**config.mk**
```make
export PLATFORM = sky130hd
export DESIGN_NAME = puf_challenge_sequencer
export DESIGN_NICKNAME = d
export VERILOG_FILES = /design/src/rtl/puf_challenge_sequencer_pkg.sv /design/src/rtl/puf_window_timer.sv /design/src/rtl/puf_challenge_sequencer.sv
export SDC_FILE = /design/constraint.sdc
export NUM_CORES = 1
export LEC_CHECK = 0
export ABC_AREA = 1
export CORE_ASPECT_RATIO = 1.2
export CORE_MARGIN = 5
export CORE_UTILIZATION = 50
export CTS_BUF_LIST = sky130_fd_sc_hd__clkbuf_16
export DETAILED_ROUTE_END_ITERATION = 12
export PLACE_DENSITY = 0.76
export SLEW_MARGIN = 20
export SYNTH_ARGS = -nofsm -noshare
export SYNTH_HDL_FRONTEND = slang
export SYNTH_SLANG_ARGS = --single-unit
export TNS_END_PERCENT = 100
```
**constraint.sdc**
```tcl
create_clock -name clk -period 2.9 [get_ports clk]
set_clock_uncertainty 0.1 [all_clocks]
set_input_delay 0.435 -clock clk [delete_from_list [all_inputs] [get_ports clk]]
set_output_delay 0.435 -clock clk [all_outputs]
set_load 0.01 [all_outputs]
```
**src/rtl/puf_challenge_sequencer_pkg.sv**
```systemverilog
// Shared types and constants for the ring-oscillator PUF challenge sequencer.
package puf_challenge_sequencer_pkg;

   typedef enum logic [2:0] {
      IDLE,
      CLEAR,
      RUN,
      SETTLE,
      SAMPLE,
      DONE
   } state_t;

   localparam int DEF_SEL_W         = 4;
   localparam int DEF_CNT_W         = 8;
   localparam int DEF_RESP_BITS     = 8;
   localparam int DEF_WINDOW_CYCLES = 1024;
   localparam int DEF_SETTLE_CYCLES = 4;

   // Enough bits to count ties from 0 up to and including every pair of a run.
   function automatic int tie_width(input int bits);
      return $clog2(bits + 1);
   endfunction

   // The window timer must hold the larger of the two preload values (cycles - 1).
   function automatic int timer_width(input int window, input int settle);
      int longest;
      longest = (window > settle) ? window : settle;
      return (longest > 1) ? $clog2(longest) : 1;
   endfunction

endpackage

```
**src/rtl/puf_window_timer.sv**
```systemverilog
// Loadable down-counter whose zero flag marks the last cycle of an oscillator
// window or of the settling period that follows it.
module puf_window_timer #(
   parameter int WIDTH = 10
) (
   input  logic             clk,
   input  logic             rst_n,
   input  logic             load,
   input  logic [WIDTH-1:0] load_val,
   input  logic             dec,
   output logic             zero
);

   logic [WIDTH-1:0] count;

   always_ff @(posedge clk or posedge rst_n) begin
      if (rst_n) begin
         count <= '0;
      end else if (load) begin
         count <= load_val;
      end else if (dec && (count != '0)) begin
         count <= count - WIDTH'(1);
      end
   end

   assign zero = (count == '0);

endmodule

```
**src/rtl/puf_challenge_sequencer.sv**
```systemverilog
// Steps through RESP_BITS oscillator pairs derived from a base challenge, gates
// each pair for a fixed window and assembles one comparison bit per pair.
module puf_challenge_sequencer
   import puf_challenge_sequencer_pkg::*;
#(
   parameter int SEL_W         = DEF_SEL_W,
   parameter int CNT_W         = DEF_CNT_W,
   parameter int RESP_BITS     = DEF_RESP_BITS,
   parameter int WINDOW_CYCLES = DEF_WINDOW_CYCLES,
   parameter int SETTLE_CYCLES = DEF_SETTLE_CYCLES
) (
   input  logic                              clk,
   input  logic                              rst_n,
   input  logic                              start,
   input  logic [SEL_W-1:0]                  challenge,
   input  logic [CNT_W-1:0]                  cnt_a,
   input  logic [CNT_W-1:0]                  cnt_b,
   output logic [SEL_W-1:0]                  sel_a,
   output logic [SEL_W-1:0]                  sel_b,
   output logic                              osc_en,
   output logic                              cnt_clr,
   output logic                              busy,
   output logic                              resp_valid,
   output logic [RESP_BITS-1:0]              response,
   output logic [tie_width(RESP_BITS)-1:0]   tie_cnt
);

   localparam int TIE_W = tie_width(RESP_BITS);
   localparam int IDX_W = (RESP_BITS > 1) ? $clog2(RESP_BITS) : 1;
   localparam int TMR_W = timer_width(WINDOW_CYCLES, SETTLE_CYCLES);

   state_t             state;
   logic [SEL_W-1:0]   base;
   logic [IDX_W-1:0]   idx;
   logic               tmr_load;
   logic [TMR_W-1:0]   tmr_load_val;
   logic               tmr_dec;
   logic               tmr_zero;

   // Pair n uses oscillators base+2n and base+2n+1, wrapping modulo 2^SEL_W.
   function automatic logic [SEL_W-1:0] pair_sel(input logic [SEL_W-1:0] b,
                                                 input logic [IDX_W-1:0] n);
      logic [IDX_W:0] twice;
      twice = {n, 1'b0};
      return b + SEL_W'(twice);
   endfunction

   puf_window_timer #(
      .WIDTH(TMR_W)
   ) u_timer (
      .clk      (clk),
      .rst_n    (rst_n),
      .load     (tmr_load),
      .load_val (tmr_load_val),
      .dec      (tmr_dec),
      .zero     (tmr_zero)
   );

   // CLEAR preloads the window; the last RUN cycle reloads for the settle period.
   always_comb begin
      tmr_load     = 1'b0;
      tmr_load_val = '0;
      tmr_dec      = 1'b0;
      case (state)
         CLEAR: begin
            tmr_load     = 1'b1;
            tmr_load_val = TMR_W'(WINDOW_CYCLES - 1);
         end
         RUN: begin
            if (tmr_zero) begin
               tmr_load     = 1'b1;
               tmr_load_val = TMR_W'(SETTLE_CYCLES - 1);
            end else begin
               tmr_dec = 1'b1;
            end
         end
         SETTLE:  tmr_dec = !tmr_zero;
         default: ;
      endcase
   end

   always_ff @(posedge clk or posedge rst_n) begin
      if (rst_n) begin
         state      <= IDLE;
         base       <= '0;
         idx        <= '0;
         sel_a      <= '0;
         sel_b      <= '0;
         osc_en     <= 1'b0;
         cnt_clr    <= 1'b0;
         busy       <= 1'b0;
         resp_valid <= 1'b0;
         response   <= '0;
         tie_cnt    <= '0;
      end else begin
         cnt_clr    <= 1'b0;
         resp_valid <= 1'b0;
         case (state)
            IDLE: begin
               if (start) begin
                  base     <= challenge;
                  idx      <= '0;
                  response <= '0;
                  tie_cnt  <= '0;
                  sel_a    <= pair_sel(challenge, '0);
                  sel_b    <= pair_sel(challenge, '0) + SEL_W'(1);
                  cnt_clr  <= 1'b1;
                  busy     <= 1'b1;
                  state    <= CLEAR;
               end
            end
            CLEAR: begin
               osc_en <= 1'b1;
               state  <= RUN;
            end
            RUN: begin
               if (tmr_zero) begin
                  osc_en <= 1'b0;
                  state  <= SETTLE;
               end
            end
            SETTLE: begin
               if (tmr_zero) begin
                  state <= SAMPLE;
               end
            end
            SAMPLE: begin
               // Counters are frozen here, so the raw values compare safely.
               response[idx] <= (cnt_a > cnt_b);
               if (cnt_a == cnt_b) begin
                  tie_cnt <= tie_cnt + TIE_W'(1);
               end
               if (idx == IDX_W'(RESP_BITS - 1)) begin
                  resp_valid <= 1'b1;
                  state      <= DONE;
               end else begin
                  idx     <= idx + IDX_W'(1);
                  sel_a   <= pair_sel(base, idx + IDX_W'(1));
                  sel_b   <= pair_sel(base, idx + IDX_W'(1)) + SEL_W'(1);
                  cnt_clr <= 1'b1;
                  state   <= CLEAR;
               end
            end
            DONE: begin
               busy  <= 1'b0;
               state <= IDLE;
            end
            default: begin
               osc_en <= 1'b0;
               busy   <= 1'b0;
               state  <= IDLE;
            end
         endcase
      end
   end

endmodule

```
* Word-level counts from Yosys, hierarchy flattened
Cells that the tools add are included.
** Storage, ports and cells
- Input port bits :: 23
- Word-level logic and storage cells :: 91
- Register bits after elaboration :: 44
** Operators by class
- Magnitude comparators :: 3
- Multiplexer cells :: 39
- Reductions and logical operators :: 17
- Bitwise operators :: 2
- Equal/unequal tests :: 12
- Add/sub/neg operators :: 6
** Operators with widths (number)
- 2-to-1 mux 4 bit :: 6
- case mux 4 bit (2 select lines) :: 3
- 2-to-1 mux 10 bit :: 2
- case mux 10 bit (2 select lines) :: 1
- 2-to-1 mux 3 bit :: 6
- case mux 8 bit (2 select lines) :: 1
- case mux 3 bit (5 select lines) :: 1
- adder 4 x 1 -> 4 bit (second input constant) :: 3
- zero test 10 bit :: 1
- != test 2 bit (second input constant) :: 5
- nonzero test 10 bit :: 1
- subtractor 10 x 1 -> 10 bit (second input constant) :: 1
- equality test 3 bit (second input constant) :: 3
- 2-to-1 mux 1 bit :: 9
- AND reduction 3 bit :: 3
- bitwise mux 8 bit :: 1
- equality test 8 bit :: 1
- greater-than comparator 8 bit :: 1
- 2-to-1 mux 8 bit :: 1
- case mux 1 bit (2 select lines) :: 4
- AND reduction 2 bit :: 4
- OR reduction 4 bit :: 2
- equality test 3 x 2 -> 1 bit (second input constant) :: 2
- case mux 3 bit (2 select lines) :: 1
- 13 further kinds :: 16

* Longest topological paths before layout
- Depth after elaboration :: 6
- Mapped depth :: 12

* Cells and area by module
Synthesis repeated with hierarchy kept, for this count alone.
** Second synthesis, totals
- Cell total of the unflattened synthesis :: 357
- Area, all modules :: 2710.1 um2
** Modules (own cells, without submodules)
- puf_challenge_sequencer :: instances 1, seq. area each 850.8 um2, area an instance 1955.6 um2, cells an instance 238
- puf_window_timer :: instances 1, seq. area each 250.2 um2, area an instance 754.5 um2, cells an instance 119

* Worst setup path after synthesis
No wires, ideal clock.
- Path kind :: flip-flop to flip-flop
- Start point :: reg idx[0]
- End point :: reg sel_b[3]
- Library setup time :: 117 ps
- Required time :: 2683 ps
- Slack :: 957 ps
- Stages on the path, launching flop included :: 10
- Arrival :: 1725 ps
- Path through :: dfrtp_1 -> ha_1 -> fa_1 -> nand3_1 -> nand2_1 -> nand2_1 -> nor2_1 -> nand2_1 -> nand3_1 -> nand2_1
** Between the ends
- Word-level cells in the longest chain between the ends :: 5
** Ends and longest elaborated chain
- start: declaration :: RTL line puf_challenge_sequencer.sv:34 : logic [IDX_W-1:0] idx;
- start signal: assignment :: RTL line puf_challenge_sequencer.sv:137 : idx <= idx + IDX_W'(1);
- adder 3 x 1 -> 3 bit :: RTL line puf_challenge_sequencer.sv:139 : sel_b <= pair_sel(base, idx + IDX_W'(1)) + SEL_W'(1);
- adder 4 bit :: RTL line puf_challenge_sequencer.sv:45 : return b + SEL_W'(twice);
- adder 4 x 1 -> 4 bit :: RTL line puf_challenge_sequencer.sv:139
- 2-to-1 mux 4 bit :: RTL line puf_challenge_sequencer.sv:133 : if (idx == IDX_W'(RESP_BITS - 1)) begin
- case mux 4 bit (2 select lines) :: RTL line puf_challenge_sequencer.sv:98 : case (state)
- end signal: assignment :: RTL line puf_challenge_sequencer.sv:106 : sel_b <= pair_sel(challenge, '0) + SEL_W'(1);
- end signal: assignment :: RTL line puf_challenge_sequencer.sv:139
- end: declaration :: RTL line puf_challenge_sequencer.sv:19 : output logic [SEL_W-1:0] sel_b,
Parallel ways exist; a longest one is shown, timed or not. The select of a mux whose other input is x is not followed.
A chain may end at the register's enable or synchronous reset.

* Worst setup path after layout
Same ends and word-level chain as after synthesis.

==> reports/results.tsv <==
metric	value	unit
status	finished, final reports clean	
routed_wl	5.533	mm
post_cts_resized	0	
power_density	375.5	mW/mm²
setup_viol	0	
h-tree-depth	2	
worstSetupPathType	reg -> reg	
grt-ovfl-total	0	
critPathRequiredTime	2.97	ns
fin_tns_setup	0	ns
grt_pass1_wl	9.729	mm
syn_nets	390	
yosysSeqAreaShare	0.4130	
relSlewSlack	0.5941	
ys_async_sr_fraction	1.000	
final_cell_mix	nand2_1 (127), inv_1 (47), clkdlybuf4s50_1 (46)	
firstDrtPassIters	4	
ys_dominant_reg_cell	dfrtp_1	
synth_cells	351	
grt_max_degree	30	
report.final.slew_viol_count	0	
ant_nets	0	
fin_crit_sh	0.7129	
clock_sinks	44	
core	0.005225	mm²
place_congestion	0.9053	
crit_fanout	5	
cts_tree	built	
arrival	2.14	ns
diodes	0	
dieHeight	90.00	µm
synth_edf_count	0	
syn_area	0.002666	mm²
syn_area_per_cell	7.596	µm²
cts_hold_buf	0	
synthDistinctLibCells	34	
remaining_drc_errors	0	
wire_per_inst	11.95	µm
clock.fmax	483.7	MHz
die_w	76.66	µm
row_count	29	
areaGrowthSynthToFinish	24.31	%
synth_seq_cells	44	
root_buffer	clkbuf_16	
nNetsFinal	440	
leakage	1.740	nW
cp-start-kind	register	
post-route-util	0.6343	
worstSetupEndpointType	register	
initial_core_util	0.5103	
viasPerCell	4.924	
ios	47	
clk_pin_slew_worst_paths	0.06	ns
dp_hpwl	4.224	mm
dr_total_vias	2280	
hold_viol_final	0	
min_path_type	in -> async	
cts_buffers	5	
dr.first_iter.drc_count	78	
rsz0062_at_grt	no	
tightest_slew	0.6051	ns
yosys_warnings	0	
fin_crit	2.067	ns
die_area	0.006899	mm²
drv_cap	0	
worstSkewPairLatency	0.28	ns
final_common_cell	nand2_1	
ir_drop	0.0003361	V
reg2reg_slack	0.83	ns
postCtsSetupBuffers	0	
fin_ws	0.8326	ns
clockBufferDepth	2	
drive_gt1_frac	0.06983	
grt_pass1_vias	2297	
dpl_worst_slack	0.7172	ns
grt_use_total	0.1670	
port-buffer-count	46	
antenna_found_initial	0	
critical path, cell delays in order, from the launching register on:
cell	delay [ns]
dfrtp_1	0.43
ha_1	0.35
fa_1	0.51
nand3_1	0.11
nand2_1	0.15
nand2_1	0.06
nor2_1	0.08
nand2_1	0.05
nand3_1	0.06
nand2_1	0.05
routing by layer:
layer,up-vias,wire [µm],GRT usage
met4,0,82,0.04665
met5,-,0,0
met1,1033,2330,0.1904
met3,13,160,0.03500
met2,36,2959,0.3088
li1,1198,-,-
final timing paths:
| kind | depth (start not counted) | startpoint | endpoint |
|---|---|---|---|
| worst min register to register | 2 | osc_en | osc_en |
| worst max register to register | 9 | idx[0] | sel_b[3] |
| worst max-delay path | 9 | idx[0] | sel_b[3] |
| max in group asynchronous | 3 | rst_n | idx[1] |
| worst min-delay path | 2 | rst_n | u_timer.count[9] |
| min in group clk | 2 | osc_en | osc_en |
where the power goes:
group          internal (mW)  leakage [nW]  switching [mW]  total (mW)
Clock                  0.309        0.0709           0.218       0.528
Combinational         0.0502          1.16          0.0469      0.0971
Sequential             0.618         0.512         0.00195       0.620
Total                  0.977          1.74           0.267        1.24
cells by family (layout without fill, tap and decap cells):
group,count (synthesis),after routing,synth area share
compound gates,41,41,0.09479
xor+xnor,2,2,0.006571
fa+ha+maj,16,16,0.07790
buf+inv,54,104,0.08399
flops,44,44,0.4130
mux,1,1,0.003754
simple gates,193,193,0.3200
sequential cells by signal (all words and copies together), names as in the netlist:
name           flops
cnt_clr            1
base               4
resp_valid         1
busy               1
idx                3
sel_a              4
state              3
tie_cnt            4
response           8
u_timer.count     10
sel_b              4
osc_en             1
final cells by class:
type                       instances  area (µm²)
clock buffer                       5       125.1
multi-input combinational        253        1341
sequential                        44        1101
inverter                          50       192.7
clock inverter                     2       8.758
tap                               62       77.57
timing repair buffer              47       467.9
fill                             469        1911
Yosys cell counts, types with 2 or more instances:
cell type,n,area (µm²)
a21boi_0,6,45.04
a21oi_1,6,30.03
a31oi_2,2,25.02
buf_4,2,15.01
dfrtp_1,44,1101
ha_1,15,187.7
inv_1,47,176.4
inv_4,2,12.51
nand2_1,127,476.7
nand2_2,2,12.51
nand3_1,24,120.1
nand3_2,2,20.02
nor2_1,27,101.4
nor2_2,3,18.77
nor2_4,2,22.52
nor2_8,2,40.04
o21a_1,2,15.01
o21ai_0,19,95.09
o21ai_1,2,10.01
stage by stage:
step | hold WS (ns) | power [mW] | std cells | instance area [µm²]
after global placement | 0.3644 | 0.7276 | 456 | 3181
after global routing | 0.4018 | 1.306 | 463 | 3314
after detailed placement | 0.3627 | 0.7298 | 456 | 3181
after floorplan | 0.3496 | 0.6768 | 351 | 2666
after CTS | 0.3783 | 1.263 | 463 | 3314
final | 0.3543 | 1.245 | 463 | 3314
Power figures use the tool's default switching activity.
